## config.mk

```make
export PLATFORM = sky130hd
export DESIGN_NAME = fetch_unit
export DESIGN_NICKNAME = d
export VERILOG_FILES = /design/src/rtl/fetch_pkg.sv /design/src/rtl/fetch_pc_gen.sv /design/src/rtl/fetch_unit.sv
export SDC_FILE = /design/constraint.sdc
export NUM_CORES = 1
export LEC_CHECK = 0
export ABC_AREA = 1
export CAP_MARGIN = 30
export CELL_PAD_IN_SITES_DETAIL_PLACEMENT = 1
export CELL_PAD_IN_SITES_GLOBAL_PLACEMENT = 2
export CORE_ASPECT_RATIO = 1.5
export CORE_MARGIN = 2
export CORE_UTILIZATION = 26
export CTS_CLUSTER_DIAMETER = 60
export DETAILED_ROUTE_END_ITERATION = 6
export GPL_TIMING_DRIVEN = 1
export PLACE_DENSITY = 0.86
export SLEW_MARGIN = 20
export SYNTH_ARGS = -nofsm -noshare
export SYNTH_HDL_FRONTEND = slang
export SYNTH_SLANG_ARGS = --single-unit
```

## constraint.sdc

```tcl
create_clock -name clk -period 1.7 [get_ports clk]
set_input_delay 0.17 -clock clk [delete_from_list [all_inputs] [get_ports clk]]
set_output_delay 0.17 -clock clk [all_outputs]
set_load 0.05 [all_outputs]
```

## src/rtl/fetch_pkg.sv

```systemverilog
// Shared types and constants for the instruction-fetch stage.
package fetch_pkg;

    localparam logic [31:0] NOP_INSTR = 32'h0000_0013;

    typedef enum logic [1:0] {
        FAULT_NONE     = 2'b00,
        FAULT_MISALIGN = 2'b01,
        FAULT_RANGE    = 2'b10
    } fetch_fault_e;

    typedef enum logic [0:0] {
        ST_RUN  = 1'b0,
        ST_HALT = 1'b1
    } fetch_state_e;

    typedef struct packed {
        logic         valid;
        logic [31:0]  pc;
        logic [31:0]  pc4;
        logic [31:0]  instr;
        fetch_fault_e fault;
    } if_id_t;

endpackage

```

## src/rtl/fetch_pc_gen.sv

```systemverilog
// Next-PC selection and fault classification for the current PC.
module fetch_pc_gen
    import fetch_pkg::*;
#(
    parameter int unsigned IMEM_AW = 13
) (
    input  logic [31:0]  pc_i,
    input  logic         stall_i,
    input  logic         halt_i,
    input  logic         redirect_valid_i,
    input  logic [31:0]  redirect_pc_i,
    output logic [31:0]  pc_plus4_o,
    output fetch_fault_e fault_o,
    output logic [31:0]  pc_next_o
);

    always_comb begin
        pc_plus4_o = pc_i + 32'd4;

        // Misalignment outranks range; anything beyond the memory never aliases.
        if (pc_i[1:0] != 2'b00) begin
            fault_o = FAULT_MISALIGN;
        end else if ((pc_i >> (IMEM_AW + 2)) != '0) begin
            fault_o = FAULT_RANGE;
        end else begin
            fault_o = FAULT_NONE;
        end

        if (redirect_valid_i) begin
            pc_next_o = redirect_pc_i;
        end else if (stall_i || halt_i || (fault_o != FAULT_NONE)) begin
            pc_next_o = pc_i;
        end else begin
            pc_next_o = pc_plus4_o;
        end
    end

endmodule

```

## src/rtl/fetch_unit.sv

```systemverilog
// Instruction-fetch stage: PC register, IF/ID pipeline register, RUN/HALT FSM, fetch counter.
module fetch_unit
    import fetch_pkg::*;
#(
    parameter logic [31:0] RESET_PC = 32'h0000_0000,
    parameter int unsigned IMEM_AW  = 13
) (
    input  logic               clk,
    input  logic               rst,
    output logic [IMEM_AW-1:0] imem_addr,
    input  logic [31:0]        imem_data,
    input  logic               stall,
    input  logic               redirect_valid,
    input  logic [31:0]        redirect_pc,
    output logic               if_id_valid,
    output logic [31:0]        if_id_pc,
    output logic [31:0]        if_id_pc4,
    output logic [31:0]        if_id_instr,
    output logic [1:0]         if_id_fault,
    output logic [31:0]        fetch_count
);

    logic [31:0]  pc_q, pc_d;
    fetch_state_e state_q, state_d;
    if_id_t       if_id_q, if_id_d;
    logic [31:0]  count_q, count_d;

    logic [31:0]  pc_plus4;
    fetch_fault_e fault;

    fetch_pc_gen #(
        .IMEM_AW (IMEM_AW)
    ) u_pc_gen (
        .pc_i             (pc_q),
        .stall_i          (stall),
        .halt_i           (state_q == ST_HALT),
        .redirect_valid_i (redirect_valid),
        .redirect_pc_i    (redirect_pc),
        .pc_plus4_o       (pc_plus4),
        .fault_o          (fault),
        .pc_next_o        (pc_d)
    );

    always_comb begin
        state_d = state_q;
        if_id_d = if_id_q;
        count_d = count_q;

        // Redirect flushes even when decode is stalling.
        if (redirect_valid) begin
            if_id_d.valid = 1'b0;
            state_d       = ST_RUN;
        end else if (!stall) begin
            if (state_q == ST_HALT) begin
                if_id_d.valid = 1'b0;
            end else begin
                if_id_d.valid = 1'b1;
                if_id_d.pc    = pc_q;
                if_id_d.pc4   = pc_plus4;
                if_id_d.fault = fault;
                if_id_d.instr = (fault == FAULT_NONE) ? imem_data : NOP_INSTR;
                count_d       = count_q + 32'd1;
                if (fault != FAULT_NONE) begin
                    state_d = ST_HALT;
                end
            end
        end
    end

    always_ff @(posedge clk) begin
        if (rst) begin
            pc_q    <= RESET_PC;
            state_q <= ST_RUN;
            if_id_q <= '{valid: 1'b0, pc: '0, pc4: '0, instr: NOP_INSTR, fault: FAULT_NONE};
            count_q <= '0;
        end else begin
            pc_q    <= pc_d;
            state_q <= state_d;
            if_id_q <= if_id_d;
            count_q <= count_d;
        end
    end

    assign imem_addr   = pc_q[IMEM_AW+1:2];
    assign if_id_valid = if_id_q.valid;
    assign if_id_pc    = if_id_q.pc;
    assign if_id_pc4   = if_id_q.pc4;
    assign if_id_instr = if_id_q.instr;
    assign if_id_fault = if_id_q.fault;
    assign fetch_count = count_q;

endmodule
```

==> results.toml <==
[floorplan]
initial_utilization = 0.264
die-height_um = 214
total_die_area_um2 = 30700
chipWidth_um = 144
io-pin-count = 212
core_area_um2 = 28800
placement_rows = 76

[yosys]
syn_inst = 1104
synth_fp_nets = 1174
post_synth_fa_ha_maj_area_fraction = 0.00329
muxShareOfSynthArea = 0
synth_seq_area_share = 0.426
synth_top_family_by_area = "simple AND/OR/NAND/NOR gates"
synthXorXnorAreaFrac = 0.0150
fraction_of_the_mapped_netlist_area_in_compound_gates = 0.124
combined_area_of_all_synthesized_cells_um2 = 7610
postSynthAreaPerCell_um2 = 6.89
yosys_register_bits = 162
synth_simple_gate_area_share = 0.331
yosysWarnings = 0
post_synth_num_cell_types = 36

[clock_network]
cts_htree_levels = 4
cts_root_buf = "sky130_fd_sc_hd__clkbuf_16"
cts.hold.buffers_added = 0
clk_path_buf_depth = 2
clock_latency_ns = 0.45
tritoncts.num_buffers = 17
cts_tree = "built"
worst_setup_hold_path_clk_slew_ns = 0.07
numClockSinks = 162

[route]
detail_route.wirelength_mm = 28.7
first_pass_iters = 4
drc = 0
total_vias_in_the_final_route = 8011
ant_nets = 0
avgViaCountPerCell = 4.52
detail_route.iter0.violations = 310
routed_wire_length_per_instance_um = 16.2

[timing]
max-slew-margin-rel = 0.637
finalHoldViolCount = 0
period_minus_slack_ns = 1.58
min_period_over_period = 0.930
finalSetupViolations = 0
fin_clk_skew_ns = 0.0134
timing.final.max_slew_violations = 0
fmax_mhz = 633
max_slew.worst_pin.slew_ns = 0.544
finalWorstSetupSlack_ns = 0.120

[place]
place_worst_setup_slack_ns = -0.253
gpl.final_weighted_congestion = 0.859
numPortBuffers = 211
hpwlAfterDp_mm = 22.4

[layout]
area_growth_pct = 45.1
layout-drive-gt1-share = 0.242
seqCellArea_um2 = 3260
final_net_count = 1441
diodes = 0
area_occupied_by_multi_input_gates_um2 = 3680
final.fill_count = 3629

[power_and_ir_drop]
fin_total_pwr_mw = 9.42
power_per_cell_area_nw_per_um2 = 853
power.ir.vdd_worst_uv = 622
leakage_nw = 4.90

[hold_path]
worst_hold_startpoint = "rst"
holdCritPathClass = "input port to flop"
hold-path-cell-count = 4
hold_path_end = "if_id_pc[10]$_SDFFE_PP0P_"

[critical_path]
critical-path-slowest-cell = "sky130_fd_sc_hd__dfxtp_1"
r2r_setup_slack_ns = 0.12
critical_path.max_fanout = 4
path_buf_inv = 2
critical_path_class = "flop to flop"
crit-reg2reg-capture = "if_id_pc4[22]$_SDFFE_PP0P_"
crit_path_max_incr_delay_ns = 0.34
worstRegToRegCells = 10
crit_arrival_ns = 1.93
timing.critical_path.max_delay_family = "simple AND/OR/NAND/NOR gates"
critical_path_cell_list = "ha_2 -> nand3_4 -> inv_2 -> nand2_2 -> nor2_4 -> nand2_1 -> xor2_1 -> nand2_1 -> nand2_1 -> inv_1"
timing.critical_path.mode_cell = "sky130_fd_sc_hd__nand2_1"
type_of_element_capturing_the_critical_path = "flop"
worstSetupPathDepth = 10
regToRegStartpoint = "pc_q[3]$_SDFFE_PP0P_"
critPathRequiredTime_ns = 2.05
start_kind = "flop"

[global_route]
grt_pass1_vias = 8298
grt_first_pass_wirelength_mm = 45.1
grt_antenna_before_repair = 0
grt_overflow_total = 0
grt.total_usage = 0.192
grt_start_max_net_pins = 100

[job]
cap_viol_max_count = 0

[outcome]
status = "completed"
-- Yosys cell counts (all sizes together) --
library cell,number,area share
dfxtp,162,0.43
nor3,10,0.0072
nor3b,2,0.0026
o211ai,7,0.0069
buf,39,0.033
or2,2,0.0016
o21a,1,0.00099
xor2,12,0.014
nand4,18,0.015
o22ai,3,0.0025
nand2,276,0.14
and3,1,0.00082
nor2,185,0.10
a31oi,2,0.0016
a21oi,99,0.072
ha,2,0.0033
nand3b,4,0.0039
xnor2,1,0.0012
a211oi,2,0.0020
o21ai,57,0.037
clkbuf,25,0.012
nand3,83,0.057
inv,111,0.055
-- cell usage in the layout, fill, tap and decap left out, types with 12 or more instances in the layout --
cell type	count
sky130_fd_sc_hd__nor2_1	161
sky130_fd_sc_hd__dlygate4sd2_1	29
sky130_fd_sc_hd__nand3_1	77
sky130_fd_sc_hd__nand2_2	14
sky130_fd_sc_hd__buf_4	210
sky130_fd_sc_hd__clkbuf_16	17
sky130_fd_sc_hd__nand4_1	18
sky130_fd_sc_hd__a21oi_2	15
sky130_fd_sc_hd__clkdlybuf4s50_1	66
sky130_fd_sc_hd__dfxtp_2	12
sky130_fd_sc_hd__a21oi_1	84
sky130_fd_sc_hd__nor2_2	13
sky130_fd_sc_hd__xor2_1	12
sky130_fd_sc_hd__nand2_1	260
sky130_fd_sc_hd__inv_1	105
sky130_fd_sc_hd__o21ai_0	56
sky130_fd_sc_hd__dfxtp_1	149
-- layout make-up --
class | instances | area share
clock inverters | 15 | 0.0131
well taps | 390 | 0.0442
clock buffers | 17 | 0.0385
flip-flops and latches | 162 | 0.295
repair buffers | 312 | 0.237
multi-input cells | 767 | 0.334
inverters | 111 | 0.0378
-- flip-flops by register name, summed over array words and instances, names as in the netlist --
name and count:
if_id_valid 1, if_id_pc 32, pc_q 32, if_id_pc4 30, fetch_count 32, if_id_fault 2, state_q 1, if_id_instr 32
-- per-layer routing --
metal / track usage / wire length [um]
met5: 0 / 0
met3: 0.0353 / 993
met1: 0.217 / 11800
met4: 0.0764 / 748
met2: 0.351 / 15200
-- report_power, final --
group          switching [mW]  internal, mW
clock network            1.82          1.94
logic                    1.03         0.560
registers               0.115          3.95
-- through the flow --
stage / instances / utilization / hold slack [ns] / cell area, um2 / TNS [ns]
6_report: 1774 / 0.383 / 0.189 / 11000 / 0
4_1_cts: 1773 / 0.380 / 0.162 / 11000 / 0
5_1_grt: 1774 / 0.383 / 0.200 / 11000 / -0.0128
2_1_floorplan: 1104 / - / 0.300 / 7620 / 0
3_3_place_gp: 1739 / 0.361 / 0.454 / 10400 / -9.01
3_5_place_dp: 1739 / 0.361 / 0.460 / 10400 / -10.62
-- cells by family (layout without fill, tap and decap cells) --
kind of cell	count (synthesis)	in the layout
xor+xnor	13	13
buf+inv	175	455
compound gates	171	171
flops	162	162
fa+ha+maj	2	2
simple gates	581	581
-- how the worst max path moves through the flow --
stage,start,end,slack [ns]
global route,pc_q[3]$_SDFFE_PP0P_,if_id_pc4[22]$_SDFFE_PP0P_,-0.007
detailed placement,redirect_valid,fetch_count[30]$_SDFFE_PP0P_,-0.25
floorplan,fetch_count[18]$_SDFFE_PP0P_,fetch_count[31]$_SDFFE_PP0P_,0.001
finish,pc_q[3]$_SDFFE_PP0P_,if_id_pc4[22]$_SDFFE_PP0P_,0.12
CTS,fetch_count[0]$_SDFFE_PP0P_,fetch_count[24]$_SDFFE_PP0P_,0.04
global placement,redirect_valid,fetch_count[30]$_SDFFE_PP0P_,-0.23
-- tightest hold or removal path, cell delays in order --
cell and delay (ns):
sky130_fd_sc_hd__buf_4 0.10, sky130_fd_sc_hd__inv_2 0.14, sky130_fd_sc_hd__o21ai_0 0.12, sky130_fd_sc_hd__nor2_1 0.04
-- timing repair --
action / 4_1_cts / 5_1_grt
pin swaps: 1 / 2
resized for setup: 33 / 28
buffers inserted: 2 / 1
setup endpoints to repair: 33 / 39
cloned: 0 / 0
Note: power is estimated with default switching activity, not from simulation.
